<file path="src/rtl/uart_pkg.sv">
// Shared definitions for the UART transmit path: FSM state encoding,
// data width and the baud divisor helper.
package uart_pkg;

    localparam int DATA_BITS = 8;

    typedef enum logic [2:0] {
        S_IDLE   = 3'd0,
        S_START  = 3'd1,
        S_DATA   = 3'd2,
        S_STOP   = 3'd3,
        S_PARITY = 3'd4
    } state_e;

    function automatic int calc_div(input int clk_freq, input int baud);
        return clk_freq / baud;
    endfunction

endpackage

</file>
<file path="src/rtl/uart_tx_fifo_sync_fifo.sv">
// Synchronous FIFO with separate occupancy count; full/empty are registered
// from the next count so they line up with the pointers.
module sync_fifo #(
    parameter  int WIDTH = 8,
    parameter  int DEPTH = 16,
    localparam int AW    = $clog2(DEPTH),
    localparam int CW    = $clog2(DEPTH + 1)
) (
    input  logic             clk_i,
    input  logic             rst_i,
    input  logic             push,
    input  logic             pop,
    input  logic [WIDTH-1:0] wdata,
    output logic [WIDTH-1:0] rdata,
    output logic             full,
    output logic             empty,
    output logic [CW-1:0]    count
);

    logic [WIDTH-1:0] mem_q [DEPTH];
    logic [AW-1:0]    wr_ptr_q, wr_ptr_d, rd_ptr_q, rd_ptr_d;
    logic [CW-1:0]    count_q, count_d;
    logic             full_q, full_d, empty_q, empty_d;

    always_comb begin
        wr_ptr_d = wr_ptr_q;
        rd_ptr_d = rd_ptr_q;
        count_d  = count_q;
        if (push) wr_ptr_d = wr_ptr_q + AW'(1);
        if (pop)  rd_ptr_d = rd_ptr_q + AW'(1);
        case ({push, pop})
            2'b10:   count_d = count_q + CW'(1);
            2'b01:   count_d = count_q - CW'(1);
            default: count_d = count_q;
        endcase
        full_d  = (count_d == CW'(DEPTH));
        empty_d = (count_d == '0);
    end

    always_ff @(posedge clk_i) begin
        if (!rst_i) begin
            wr_ptr_q <= '0;
            rd_ptr_q <= '0;
            count_q  <= '0;
            full_q   <= 1'b0;
            empty_q  <= 1'b1;
        end else begin
            wr_ptr_q <= wr_ptr_d;
            rd_ptr_q <= rd_ptr_d;
            count_q  <= count_d;
            full_q   <= full_d;
            empty_q  <= empty_d;
        end
    end

    // Storage needs no reset; entries are only read once the count covers them.
    always_ff @(posedge clk_i) begin
        if (push) mem_q[wr_ptr_q] <= wdata;
    end

    assign rdata = mem_q[rd_ptr_q];
    assign full  = full_q;
    assign empty = empty_q;
    assign count = count_q;

endmodule

</file>
<file path="src/rtl/uart_tx_fifo.sv">
// Buffered UART transmitter: din_rdy edge detect, FIFO, 8N1 serialiser.
// Define UART_TX_PARITY_EN to insert an even-parity bit before the stop bit.
module uart_tx_fifo
    import uart_pkg::*;
#(
    parameter int CLK_FREQ   = 50000000,
    parameter int BAUD       = 115200,
    parameter int FIFO_DEPTH = 16
) (
    input  logic       clk_i,
    input  logic       rst_i,
    input  logic [7:0] din,
    input  logic       din_rdy,
    output logic       tx,
    output logic       busy,
    output logic       fifo_full,
    output logic       fifo_empty,
    output logic       overflow
);

    localparam int DIV = calc_div(CLK_FREQ, BAUD);
    localparam int BW  = $clog2(DIV);
    localparam int BCW = $clog2(DATA_BITS);
    localparam int CW  = $clog2(FIFO_DEPTH + 1);
    localparam logic [BW-1:0] BAUD_LOAD = BW'(DIV - 1);

    state_e               state_q, state_d;
    logic [BW-1:0]        baud_q, baud_d;
    logic [BCW-1:0]       bit_q, bit_d;
    logic [DATA_BITS-1:0] shift_q, shift_d;
    logic                 tx_q, tx_d;
    logic                 din_rdy_q;
    logic                 overflow_q, overflow_d;
`ifdef UART_TX_PARITY_EN
    logic                 parity_q, parity_d;
`endif
    logic                 wr, push, pop, baud_tick;
    logic [7:0]           head;
    logic [CW-1:0]        fifo_count_unused;

    sync_fifo #(.WIDTH(8), .DEPTH(FIFO_DEPTH)) u_fifo (
        .clk_i (clk_i),
        .rst_i (rst_i),
        .push  (push),
        .pop   (pop),
        .wdata (din),
        .rdata (head),
        .full  (fifo_full),
        .empty (fifo_empty),
        .count (fifo_count_unused)
    );

    always_comb begin
        wr         = din_rdy & ~din_rdy_q;
        pop        = (state_q == S_IDLE) & ~fifo_empty;
        // A same-cycle pop frees a slot, so a write to a full FIFO still lands.
        push       = wr & (~fifo_full | pop);
        overflow_d = overflow_q | (wr & fifo_full & ~pop);
        baud_tick  = (baud_q == '0);
        state_d    = state_q;
        bit_d      = bit_q;
        shift_d    = shift_q;
        tx_d       = 1'b1;
        baud_d     = baud_q;
`ifdef UART_TX_PARITY_EN
        parity_d   = parity_q;
`endif
        if (state_q != S_IDLE) baud_d = baud_tick ? BAUD_LOAD : baud_q - BW'(1);
        case (state_q)
            S_IDLE: begin
                if (pop) begin
                    shift_d = head;
                    bit_d   = '0;
                    baud_d  = BAUD_LOAD;
                    state_d = S_START;
`ifdef UART_TX_PARITY_EN
                    parity_d = ^head;
`endif
                end
            end
            S_START: begin
                tx_d = 1'b0;
                if (baud_tick) state_d = S_DATA;
            end
            S_DATA: begin
                tx_d = shift_q[0];
                if (baud_tick) begin
                    shift_d = shift_q >> 1;
                    bit_d   = bit_q + BCW'(1);
`ifdef UART_TX_PARITY_EN
                    if (bit_q == BCW'(DATA_BITS - 1)) state_d = S_PARITY;
`else
                    if (bit_q == BCW'(DATA_BITS - 1)) state_d = S_STOP;
`endif
                end
            end
`ifdef UART_TX_PARITY_EN
            S_PARITY: begin
                tx_d = parity_q;
                if (baud_tick) state_d = S_STOP;
            end
`endif
            S_STOP: begin
                if (baud_tick) state_d = S_IDLE;
            end
            default: state_d = S_IDLE;
        endcase
    end

    always_ff @(posedge clk_i) begin
        if (!rst_i) begin
            state_q    <= S_IDLE;
            baud_q     <= '0;
            bit_q      <= '0;
            shift_q    <= '0;
            tx_q       <= 1'b1;
            din_rdy_q  <= 1'b0;
            overflow_q <= 1'b0;
`ifdef UART_TX_PARITY_EN
            parity_q   <= 1'b0;
`endif
        end else begin
            state_q    <= state_d;
            baud_q     <= baud_d;
            bit_q      <= bit_d;
            shift_q    <= shift_d;
            tx_q       <= tx_d;
            din_rdy_q  <= din_rdy;
            overflow_q <= overflow_d;
`ifdef UART_TX_PARITY_EN
            parity_q   <= parity_d;
`endif
        end
    end

    assign tx       = tx_q;
    assign busy     = (state_q != S_IDLE) | ~fifo_empty;
    assign overflow = overflow_q;

endmodule
</file>
<file path="config.mk">
export PLATFORM = sky130hd
export DESIGN_NAME = uart_tx_fifo
export DESIGN_NICKNAME = d
export VERILOG_FILES = /design/src/rtl/uart_pkg.sv /design/src/rtl/uart_tx_fifo_sync_fifo.sv /design/src/rtl/uart_tx_fifo.sv
export SDC_FILE = /design/constraint.sdc
export NUM_CORES = 1
export LEC_CHECK = 0
export CORE_UTILIZATION = 55
export CTS_CLUSTER_SIZE = 40
export DETAILED_ROUTE_END_ITERATION = 6
export PLACE_DENSITY_LB_ADDON = 0.3
export SYNTH_ARGS = -nofsm -noshare
export SYNTH_HDL_FRONTEND = slang
export SYNTH_SLANG_ARGS = --single-unit
export TNS_END_PERCENT = 10
</file>
<file path="constraint.sdc">
create_clock -name clk_i -period 3.5 [get_ports clk_i]
set_clock_uncertainty 0.2 [all_clocks]
set_input_delay 0.7 -clock clk_i [delete_from_list [all_inputs] [get_ports clk_i]]
set_output_delay 0.7 -clock clk_i [all_outputs]
set_load 0.02 [all_outputs]
</file>
# Word level (Yosys, flattened, before mapping)
# Memory sizes are Yosys's and may differ from the RTL's. A register that Yosys moved wholly into a read port is not among the register bits.
# Cells that the tools add are included.
[classes] n_reduce_logical=7 n_eq_ne=12 addsub=6 n_mux=22 n_bitwise=12
[ops] op="9-bit two-way mux" count=4
[ops] op="3-bit two-way mux" count=7
[ops] op="8-bit two-way mux" count=2
[ops] op="8-bit one-hot mux with 2 select lines" count=1
[ops] op="3-bit one-hot mux with 4 select lines" count=1
[ops] op="5-bit one-hot mux with 2 select lines" count=1
[ops] op="9-bit logical NOT" count=1
[ops] op="9-bit by 1-bit subtractor with 9-bit output (second input constant)" count=1
[ops] op="4-bit by 1-bit adder with 4-bit output (second input constant)" count=2
[ops] op="4-bit two-way mux" count=2
[ops] op="2-bit inequality test (second input constant)" count=4
[ops] op="3-bit by 2-bit equality test with 1-bit output (second input constant)" count=2
[ops] op="3-bit one-hot mux with 2 select lines" count=1
[ops] op="5-bit by 1-bit adder with 5-bit output (second input constant)" count=1
[ops] op="1-bit AND" count=5
[ops] op="5-bit equality test (second input constant)" count=1
[ops] op="5-bit logical NOT" count=1
[ops] op="5-bit AND reduction" count=1
[ops] op="5-bit by 1-bit subtractor with 5-bit output (second input constant)" count=1
[ops] op="1-bit NOT" count=4
[ops] op="3-bit by 1-bit adder with 3-bit output (second input constant)" count=1
[ops] op="3-bit by 1-bit equality test with 1-bit output (second input constant)" count=1
[ops] op="3-bit equality test (second input constant)" count=1
[ops] op="3-bit logical NOT" count=1
[ops] op="9 further kinds" count=12
[word_totals] word_cells=72 input_bits=11 ff_bits=41 mem_bits_rw=128 memories=1 output_inout_bits=5
[mem_list] name="u_fifo.mem_q" depth=16 word_bits=8 read_ports=1 rd_ports_with_merged_regs=1 write_ports=1 line_no="uart_tx_fifo_sync_fifo.sv:20" source="logic [WIDTH-1:0] mem_q [DEPTH];"

# Logic depth before layout (Yosys ltp)
[depth] word_depth=7 ltp_mapped=15 ltp_nobuf=13

# Modules after synthesis
# From an unflattened synthesis, not the netlist that was laid out.
[unflattened] cells_unflattened=431 hier_area_um2=7252.0
[by_module_without_submodules] module="sync_fifo" cells_each=290 n_inst=1 area_each_um2=5918.2
[by_module_without_submodules] module="uart_tx_fifo" cells_each=141 n_inst=1 area_each_um2=1333.8

# Least setup slack after synthesis
# OpenSTA, ideal clock, no wires.
[synth_path] kind="input-to-reg" start="input din_rdy" end="register u_fifo.empty_q, in the netlist u_fifo.empty" arrival_ps=3052 t_required_ps=3171 setup_time_ps=129 path_slack_ps=119 stages=12 path_cell_list="nor2b_1 > a21boi_1 > inv_1 > ha_1 > clkbuf_1 > xor2_1 > ha_1 > o21ai_0 > a21oi_1 > a211oi_1 > mux2i_1 > a21oi_1"
[synth_between] elab_chain_len=5 word_cells_on_any_way=6 cone_classes="eq/ne (2); mux (1); bitwise (2); reduce/logical (1)"
[synth_rtl] element="start: declaration" line_no="uart_tx_fifo.sv:13" source="input logic din_rdy,"
[synth_rtl] element="1-bit AND *" line_no="uart_tx_fifo.sv:54" source="wr = din_rdy & ~din_rdy_q;"
[synth_rtl] element="1-bit AND *" line_no="uart_tx_fifo.sv:57" source="push = wr & (~fifo_full | pop);"
[synth_rtl] element="2-bit by 1-bit equality test with 1-bit output / 2-bit equality test (equally long branches)" line_no="uart_tx_fifo_sync_fifo.sv:31" source="case ({push, pop})"
[synth_rtl] element="5-bit one-hot mux with 2 select lines *" line_no="uart_tx_fifo_sync_fifo.sv:31"
[synth_rtl] element="5-bit logical NOT *" line_no="uart_tx_fifo_sync_fifo.sv:37" source="empty_d = (count_d == '0);"
[synth_rtl] element="end signal: assignment" line_no="uart_tx_fifo_sync_fifo.sv:52" source="empty_q <= empty_d;"
[synth_rtl] element="end: declaration" line_no="uart_tx_fifo_sync_fifo.sv:23" source="logic full_q, full_d, empty_q, empty_d;"
# Every way passes the cells marked *; elsewhere a longest branch is shown, timed or not.
# A chain may end at the register's enable or synchronous reset.

# Worst setup path after layout
[layout_path] start="register state_q[0]" end="output busy"
[layout_between] elab_chain_len=2
[layout_rtl] element="start: declaration" line_no="uart_tx_fifo.sv:27" source="state_e state_q, state_d;"
[layout_rtl] element="start signal: assignment" line_no="uart_tx_fifo.sv:123" source="state_q <= state_d;"
[layout_rtl] element="3-bit nonzero test" line_no="uart_tx_fifo.sv:137" source="assign busy = (state_q != S_IDLE) | ~fifo_empty;"
[layout_rtl] element="1-bit OR" line_no="uart_tx_fifo.sv:137"
[layout_rtl] element="end: declaration" line_no="uart_tx_fifo.sv:15" source="output logic busy,"
# Every way passes these cells.

==> metrics.md <==
| Metric | Value |
|---|---|
| Total power | 6.27 mW |
| Final hold violations | 0 |
| CP Launch Point | state_q[0] |
| CTS tree | yes |
| Post-CTS Setup Repair Bufs | 0 |
| Finished Layout Cells | 704 |
| GP Congestion | 0.884 |
| Mapped Cells | 490 |
| Nets | 546 |
| # fillers | 891 |
| Sequential cell area fraction in the yosys report | 66.3% |
| Total of max-cap violations | 0 |
| Later-pin clock latency in the skew report | 0.43 ns |
| Maximum clock rate | 314 MHz |
| First-pass GRT wire length | 21.9 mm |
| Post-Route WL | 13.9 mm |
| CP max FO | 16 |
| CP Capture Type | output port |
| Placed Instances | 673 |
| Cts hold-fix bufs | 0 |
| Slowest cell on crit path | clkdlybuf4s50_1 |
| Final worst-path cycle share | 90.9% |
| Startpoint Class | flip-flop |
| Worst Setup EP | busy |
| Synth Register Bits | 172 |
| Die area | 13,400 sq um |
| Vias in the first global route | 4,078 |
| Leak | 2.70 nW |
| Synth top area share | 53.9% |
| Die H | 116 microns |
| Final number of max-transition violations | 0 |
| Io pins | 16 |
| HP Class | reg2reg |
| Worst Reg2Reg Path Length in Cells | 12 |
| H-tree depth | 4 |
| Post-cts repair resize count | 0 |
| CTS sink cnt | 172 |
| Status | completed |
| Initial Util | 56.5% |
| P&R area growth vs syn | 14.8% |
| Avg WL per Cell | 19.8 microns |
| Row cnt | 41 |
| Antenna violations before repair | 0 |
| Area post-placement | 7550 sq um |
| Final hold slack | 0.258 ns |
| Cells taking the most area after synthesis | edfxtp_1 (54%), dfxtp_1 (12%), mux4_2 (8.2%) |
| Critical Path, Cell by Cell | inv_1, ha_1, buf_4, nand2_1, clkdlybuf4s50_1 |
| Total core area | 12,600 sq um |
| Maximum vdd ir drop | 0.540 mV |
| CP Class | reg2out |
| Vias per inst | 5.87 |
| Synth unique cells | 53 |
| Clock root buffer | clkbuf_16 |
| Antenna Nets Post-Route | 0 |
| Buf/Inv on CP | 3 |
| Final Setup Violations | 0 |
| Cell taking the most area after synthesis | edfxtp_1 |
| R2r endpoint | u_fifo.full |
| Fin area | 8180 sq um |
| Pre-antenna DRT Iters | 5 |
| Fin Setup TNS | 0 ns |
| Total track usage | 23.1% |
| HPWL after DPL | 8.73 mm |
| Pin count of the biggest net entering global routing | 31 |
| Place WS | -0.0442 ns |
| ANT cells | 0 |
| Largest buffer count on any clock path | 2 |
| Initial drt markers | 389 |
| Final core utilization | 64.8% |
| Fin crit period | 3.18 ns |
| Grt total ovfl | 0 |
| Most frequent cells in the layout | edfxtp_1 (128), dfxtp_1 (43), nand2_1 (40) |
| CP Depth | 5 |
| Via count | 4,130 |
| RSZ-0062 raised after global routing | no |
| Setup WS post-layout | 0.318 ns |
| Clock transition at path regs | 0.07 ns |
| Drc violations | 0 |
| Reg-to-reg startpoint | state_q[0] |
| Reg2reg setup slack | 0.42 ns |
| Net Count, Synth | 516 |
| Worst Path Required | 2.60 ns |
| CP top delay family | buffers and inverters |
| Mapped Area | 7130 sq um |
| Most common cell after layout, fill and taps aside | edfxtp_1 |
| Pwr dens | 766 nW/um^2 |
| Synthesis Warnings | 0 |
| Max-slew headroom | 44.3% |
| Mapped Avg Cell Area | 14.5 sq um |
| Worst Tran Pin Value | 0.834 ns |
| Die X | 116 microns |
| Crit path largest cell delay | 0.67 ns |
| Layout cells sized above 1 | 16.9% |
| Cts bufs inserted | 17 |
| Crit path DAT | 2.28 ns |
| Buffers on Ports | 15 |
metal layers:
layer	wire length, microns	vias to the layer above	global-route usage (%)
li1	-	1923	-
met1	5980	2056	30.3
met2	6730	128	36.7
met3	874	23	6.28
met4	350	0	9.32
met5	0	-	0
flip-flops by register name (all words and copies together) (netlist names), 2 cells and up, named ones only:
name / cells
bit_q: 3
baud_q: 9
u_fifo.count: 5
u_fifo.rd_ptr_q: 4
u_fifo.wr_ptr_q: 4
u_fifo.mem_q: 128
state_q: 2
shift_q: 8
cell families (layout without fill, tap and decap cells):
group                      Yosys count  count (layout)  synth area share (%)
DFF                                172             172                  66.3
and+or+nand+nor                    141             141                  10.0
adders and majority gates           15              15                  2.63
muxes                               45              45                  10.9
buffers and inverters               41              83                  2.51
xor gates and xnor gates            14              14                  1.72
AOI/OAI and AO/OA                   62              62                  5.90
worst reg2reg max path: stages, from the launching register on:
cell      delay, ns
dfxtp_1        0.39
inv_1          0.09
ha_1           0.22
nand2b_1       0.16
clkinv_1       0.26
ha_1           0.29
xor2_1         0.16
ha_1           0.23
a21oi_1        0.16
mux2i_1        0.26
xnor2_1        0.12
a211o_1        0.32
nor3_1         0.14
layout make-up:
cell class	count	area, sq um	share of cell area, %
repair buffers	37	328	4.01
well taps	172	215	2.63
clock inverters	14	205	2.51
multi-input cells	277	2220	27.2
flip-flops and latches	172	4730	57.8
inverters	15	56.3	0.688
clock buffers	17	425	5.20
how the worst min path moves through the flow:
stage / startpoint / to / slack (ns) / cells after the start
after floorplan: shift_q[0] / shift_q[0] / 0.23 / 2
after global placement: shift_q[4] / shift_q[4] / 0.24 / 2
after detailed placement: bit_q[2] / bit_q[2] / 0.25 / 2
after CTS: bit_q[2] / bit_q[2] / 0.26 / 2
after global routing: bit_q[2] / bit_q[2] / 0.28 / 2
final: shift_q[4] / shift_q[4] / 0.26 / 2
cell usage after synthesis, drive strengths merged:
cell    count
or3b        1
o21ai       8
nor3       12
and2        7
o21a        1
or2         1
mux4       26
a211o       1
or4b        2
mux2        2
nand4      11
o211a       1
mux2i      17
nand3       3
a221oi      7
nor4        6
clkbuf     16
nand2      41
o221a       1
xor2        8
buf        10
nand3b      3
ha         15
a211oi      3
a31oi       3
or4         1
or3         4
o211ai      1
nor2       33
inv        13
nand2b     10
a32oi       1
a21oi      24
xnor2       6
a21boi      1
o21bai      1
clkinv      2
nor3b       1
dfxtp      44
edfxtp    128
a21o        1
nor4b       1
nor2b       4
o31ai       1
a221o       7
where the power goes:
group | switching, mW | internal, mW
registers | 0.219 | 2.38
clock network | 0.795 | 1.21
logic | 0.908 | 0.753
total | 1.92 | 4.34
No activity file was read; power rests on OpenSTA's default activity.
